===== src/rtl/dump_memory.sv =====
`default_nettype none
// ---------------------------------------------------------------------------
// dump_memory: byte-lane data memory with streaming dump port; optional clear
// sweep after reset compiled in with MEMORY_CLEAR_EN.            Rev 1.0
// ---------------------------------------------------------------------------
module dump_memory #(
  parameter int    NB_DATA    = 32,
  parameter int    N_ADDRESS  = 32,
  parameter int    NB_ADDRESS = $clog2(N_ADDRESS),
  parameter int    N_BYTES    = NB_DATA / 8,
  parameter string INIT_FILE  = ""
) (
  input  logic                  i_clk,
  input  logic                  i_rst_n,
  input  logic                  i_en,
  input  logic                  i_r_en,
  input  logic [N_BYTES-1:0]    i_w_en,
  input  logic [NB_ADDRESS-1:0] i_addr,
  input  logic [NB_DATA-1:0]    i_w_data,
  output logic [NB_DATA-1:0]    o_r_data,
  input  logic                  i_d_start,
  input  logic                  i_d_ready,
  output logic                  o_d_valid,
  output logic [NB_DATA-1:0]    o_d_data,
  output logic [NB_ADDRESS-1:0] o_d_addr,
  output logic                  o_d_done,
  output logic                  o_busy
);

  typedef enum logic [1:0] {
    CLEAR = 2'd0,
    IDLE  = 2'd1,
    DUMP  = 2'd2,
    DONE  = 2'd3
  } state_t;

  localparam logic [NB_ADDRESS-1:0] LAST_ADDR = NB_ADDRESS'(N_ADDRESS - 1);
`ifdef MEMORY_CLEAR_EN
  localparam state_t RESET_STATE = CLEAR;
`else
  localparam state_t RESET_STATE = IDLE;
`endif

  logic [NB_DATA-1:0] mem [N_ADDRESS];

  state_t                state_q,   state_d;
  logic [NB_ADDRESS-1:0] ptr_q,     ptr_d;
  logic [NB_DATA-1:0]    r_data_q,  r_data_d;
  logic [NB_DATA-1:0]    d_data_q,  d_data_d;
  logic [NB_ADDRESS-1:0] d_addr_q,  d_addr_d;
  logic                  d_valid_q, d_valid_d;
  logic                  d_done_q,  d_done_d;

  logic                  clearing;
  logic                  xfer;
  logic [NB_ADDRESS-1:0] ptr_inc;

  assign clearing = (state_q == CLEAR);
  assign xfer     = d_valid_q & i_d_ready;
  assign ptr_inc  = ptr_q + 1'b1;

  // Storage has no reset; the sweep (when built in) owns the write port.
  always_ff @(negedge i_clk) begin
    if (clearing) begin
      mem[ptr_q] <= '0;
    end else if (i_en) begin
      for (int k = 0; k < N_BYTES; k++) begin
        if (i_w_en[k]) mem[i_addr][8*k +: 8] <= i_w_data[8*k +: 8];
      end
    end
  end

  always_comb begin
    state_d   = state_q;
    ptr_d     = ptr_q;
    r_data_d  = r_data_q;
    d_data_d  = d_data_q;
    d_addr_d  = d_addr_q;
    d_valid_d = d_valid_q;
    d_done_d  = 1'b0;

    // Read-first: mem still holds the pre-write value on this edge.
    if (clearing) begin
      r_data_d = '0;
    end else if (i_en) begin
      r_data_d = i_r_en ? mem[i_addr] : '0;
    end

    case (state_q)
`ifdef MEMORY_CLEAR_EN
      CLEAR: begin
        ptr_d = ptr_inc;
        if (ptr_q == LAST_ADDR) begin
          ptr_d   = '0;
          state_d = IDLE;
        end
      end
`endif
      IDLE: begin
        if (i_d_start) begin
          d_data_d  = mem[0];
          d_addr_d  = '0;
          d_valid_d = 1'b1;
          state_d   = DUMP;
        end
      end
      DUMP: begin
        if (xfer) begin
          if (ptr_q == LAST_ADDR) begin
            d_valid_d = 1'b0;
            d_done_d  = 1'b1;
            ptr_d     = '0;
            state_d   = DONE;
          end else begin
            ptr_d    = ptr_inc;
            d_data_d = mem[ptr_inc];
            d_addr_d = ptr_inc;
          end
        end
      end
      DONE:    state_d = IDLE;
      default: state_d = IDLE;
    endcase
  end

  always_ff @(negedge i_clk or negedge i_rst_n) begin
    if (!i_rst_n) begin
      state_q   <= RESET_STATE;
      ptr_q     <= '0;
      r_data_q  <= '0;
      d_data_q  <= '0;
      d_addr_q  <= '0;
      d_valid_q <= 1'b0;
      d_done_q  <= 1'b0;
    end else begin
      state_q   <= state_d;
      ptr_q     <= ptr_d;
      r_data_q  <= r_data_d;
      d_data_q  <= d_data_d;
      d_addr_q  <= d_addr_d;
      d_valid_q <= d_valid_d;
      d_done_q  <= d_done_d;
    end
  end

  assign o_r_data  = r_data_q;
  assign o_d_data  = d_data_q;
  assign o_d_addr  = d_addr_q;
  assign o_d_valid = d_valid_q;
  assign o_d_done  = d_done_q;
`ifdef MEMORY_CLEAR_EN
  assign o_busy    = clearing;
`else
  assign o_busy    = 1'b0;
`endif

endmodule
`default_nettype wire


===== config.mk =====
export PLATFORM = sky130hd
export DESIGN_NAME = dump_memory
export DESIGN_NICKNAME = d
export VERILOG_FILES = /design/src/rtl/dump_memory.sv
export SDC_FILE = /design/constraint.sdc
export NUM_CORES = 2
export LEC_CHECK = 0
export ABC_AREA = 1
export BUFFER_PORTS_ARGS = -buffer_cell sky130_fd_sc_hd__buf_4
export CAP_MARGIN = 10
export CELL_PAD_IN_SITES_DETAIL_PLACEMENT = 1
export CELL_PAD_IN_SITES_GLOBAL_PLACEMENT = 1
export CORE_ASPECT_RATIO = 1.1
export CORE_MARGIN = 2
export CORE_UTILIZATION = 40
export DETAILED_ROUTE_END_ITERATION = 8
export PLACE_DENSITY_LB_ADDON = 0.1
export SYNTH_ARGS = -nofsm -noshare
export SYNTH_HDL_FRONTEND = slang
export SYNTH_SLANG_ARGS = --single-unit
export TNS_END_PERCENT = 20

===== constraint.sdc =====
create_clock -name i_clk -period 8.2 [get_ports i_clk]
set_input_delay 2.05 -clock i_clk [delete_from_list [all_inputs] [get_ports i_clk]]
set_output_delay 2.05 -clock i_clk [all_outputs]
set_load 0.005 [all_outputs]

# Word-level counts from Yosys, hierarchy flattened
# Memory sizes are Yosys's and may differ from the RTL's.
# Index checks and enable logic that the tools add are counted.
op_classes:
  addsub: 1
  eq_ne: 7
  muxes: 44
  bitwise: 1
  reduce_logical: 8
ops:
  columns: ["op", "n"]
  rows:
  - ["$mux W32", 7]
  - ["$pmux W32 S2", 1]
  - ["$reduce_or A32 Y1", 1]
  - ["$mux W5", 5]
  - ["$mux W1", 24]
  - ["$pmux W5 S2", 1]
  - ["$ne A2 B2 Y1 const B", 4]
  - ["$reduce_and A4 Y1", 2]
  - ["$mux W2", 3]
  - ["$add A5 B1 Y5 const B", 1]
  - ["$eq A5 B5 Y1 const B", 1]
  - ["$mux W4", 1]
  - ["$pmux W2 S2", 1]
  - ["$reduce_bool A2 Y1", 2]
  - ["$reduce_and A3 Y1", 1]
  - ["$eq A2 B1 Y1 const B", 1]
  - ["$eq A2 B2 Y1 const B", 1]
  - ["$logic_not A2 Y1", 1]
  - ["$pmux W1 S2", 1]
  - ["$reduce_and A2 Y1", 1]
  - ["$and A1 B1 Y1", 1]
totals:
  regBits: 78
  mem_bits_rw: 1024
  input_bits: 47
  output_inout_bits: 72
  n_memories: 1
mem_list:
  columns: ["memory", "depth", "word_bits", "read_ports", "rd_ports_with_merged_regs", "write_ports", "line", "rtl"]
  rows:
  - ["mem", 32, 32, 3, 0, 1, "44", "logic [NB_DATA-1:0] mem [N_ADDRESS];"]

# Logic depth before layout (Yosys ltp)
depth:
  word_depth: 6
  mapped_depth: 14
  ltp_nobuf: 12

==> out/metrics.yaml <==
timing:
  worst_pin_slew_ns: 1.07
  relSlewSlack: 0.288
  rsz0062_at_grt: "false"
  final-hold-violation-count: 0
  setup_viol: 0
  finalClockSkew_ns: 0.105
  holdWs_ns: 0.425
  tns_ns: 0
  slew_violations: 0
setup_path:
  critPathRequiredTime_ns: 6.15
  critPathMaxFanout: 2
  cp_num_buf_inv: 1
  arrival_ns: 5.61
  critPathTopFamily: "flip-flops"
  slowest_stage: "dfrtn_1"
  cp_cell_sequence: "buf_4"
  end_kind: "output port"
  cpPeakStageDelay_ns: 0.63
  startpoint_type: "flop"
  worstSetupPathType: "flop to output port"
routing:
  ant_nets: 0
  viasPerCell: 5.51
  first_iter_violations: 5011
  drt_wl_total_um: 247000
  wl_per_cell_um: 24.7
  drc: 0
  drtPass1Iterations: 6
  vias: 55100
place:
  io_buffer_count: 117
  place.gp.congestion: 0.874
  dp_hpwl_um: 154000
die:
  io_pins: 119
  die-area_um2: 148000
  fp.dieW_um: 367
  row_count: 146
  coreArea_um2: 144000
  start_util: 0.403
  fp.dieH_um: 403
clock_network:
  cts_buffers: 120
  clk_pin_slew_ns: 0.05
  post_cts_resized: 0
  cts_tree: "built"
  clock_sinks: 1102
  cts_buffer_depth: 3
  insertion_delay_ns: 0.78
  post-cts-setup-buffer-count: 0
  htreeDepth: 3
  cts_root_buffer: "clkbuf_16"
  cts_hold_buf: 0
final_layout:
  syn_to_final_growth_pct: 22.9
  layout-drive-gt1-share: 0.111
  finalNetCount: 8039
outcome:
  status: "complete, no violations"
global_route:
  overflow: 0
  antenna_found_initial: 4
  grt_pass1_wl_um: 365000
  grt_max_degree: 198
  grt_util_all_layers: 0.329
  first_global_vias: 58800
synth:
  yosysSeqAreaShare: 0.564
  synth_fp_nets: 6891
  ys_seq_elements: 1102
  netlist_area_um2: 58000
  synthTopCellsByArea: "edfxtp_1 (53%), nand2_1 (12%), nand3_1 (10%)"
  yosys.area.top_type: "edfxtp_1"
  synth_edf_count: 1024
  async_flop_share: 0.0708
  synth_cell_type_count: 35
  ys_top_cells_by_count: "nand2_1 (1,893), nand3_1 (1,180), edfxtp_1 (1,024), inv_1 (745), nor2_1 (416)"
  avgSynthCellArea_um2: 8.48
  yosysMostFrequentCell: "nand2_1"
  netlist_instances: 6838
  dominantRegCellSynth: "edfxtp_1"
  yosys_warnings: 0
  yosysTopAreaCellShare: 0.530
run:
  cap_violations: 0
pwr:
  p_seq_frac: 0.411
  clkPwrFrac: 0.524
  power_frac_comb: 0.065
  internal_power_mw: 10.5
  power-per-cell-area_nw_per_um2: 213
  power_mw: 15.2
  power_switching_mw: 4.72
  leakagePower_nw: 34.5
  switching_share: 0.311
  worst_ir_drop_vdd_uv: 188
hold_path:
  min_path_type: "flop to flop"
[power by group through the flow]
stage	sequential, mW	combinational [mW]	clock (mW)
2_1_floorplan	6.32	0.446	0.739
3_3_place_gp	6.32	0.952	0.739
3_5_place_dp	6.32	0.968	0.739
4_1_cts	6.24	0.976	8.11
5_1_grt	6.23	1.04	8.67
6_report	6.24	0.987	7.95
[registers in the layout, indices dropped and copies added, names as in the netlist]
signal and count:
mem 1024, o_d_data 32, o_r_data 32, o_d_addr 5, ptr_q 5, state_q 2
o_d_done 1, o_d_valid 1
[stage by stage]
stage | instance area, µm² | std cells | worst slack, ns | utilization
after floorplan | 58000 | 6838 | 0.160 | -
after global placement | 63300 | 8764 | -0.112 | 0.440
after detailed placement | 63300 | 8764 | -0.129 | 0.440
after CTS | 71200 | 10000 | 0.511 | 0.495
after global routing | 71200 | 10000 | 0.390 | 0.495
final | 71200 | 10000 | 0.538 | 0.495
[cells in the final DEF, fill, tap and decap left out, types with 81 or more instances in the layout]
| cell | synthesis | routed |
|---|---|---|
| nand3_1 | 1180 | 1180 |
| a21oi_1 | 396 | 392 |
| nor3_2 | 81 | 81 |
| buf_4 | 25 | 397 |
| o21ai_0 | 389 | 389 |
| nand2_1 | 1893 | 1893 |
| nor2_1 | 416 | 382 |
| buf_12 | 0 | 94 |
| edfxtp_1 | 1024 | 1024 |
| inv_1 | 745 | 1777 |
| clkbuf_16 | 0 | 127 |
[area by class of cell]
class | count | area, µm²
tap | 1924 | 2410
inverter | 754 | 2870
fill | 17500 | 72700
timing repair buffer | 494 | 4900
sequential | 1102 | 32700
antenna | 1 | 2.50
multi-input combinational | 4489 | 20400
clock buffer | 131 | 3200
clock inverter | 1116 | 4750
[routing by layer]
layer | GRT usage | part of all wire
met1 | 0.401 | 0.40
met2 | 0.552 | 0.49
met3 | 0.0570 | 0.065
met4 | 0.188 | 0.050
met5 | 0 | 0.000032
[path summary, 6_finish.rpt]
kind,startpoint,to,slack (ns),depth (start not counted)
max in group asynchronous,i_rst_n,o_r_data[4],2.16,2
worst min register to register,o_r_data[15],o_r_data[15],0.43,2
worst max register to register,ptr_q[0],o_d_data[15],3.92,12
worst min-delay path,o_r_data[15],o_r_data[15],0.43,2
worst max-delay path,o_d_data[8],o_d_data[8],0.54,1
min in group asynchronous,i_rst_n,o_r_data[10],5.30,1
[cell families (layout without fill, tap and decap cells)]
family	after synthesis	in the layout	share of synthesized area
adders and majority gates	6	6	0.00129
AOI/OAI and AO/OA	807	807	0.0707
xor gates and xnor gates	4	4	0.000604
and+or+nand+nor	3670	3670	0.275
other	1	2	0.0000647
DFF	1102	1102	0.564
muxes	1	1	0.000194
buffers and inverters	1247	2495	0.0881
(Power assumes the default switching activity.)
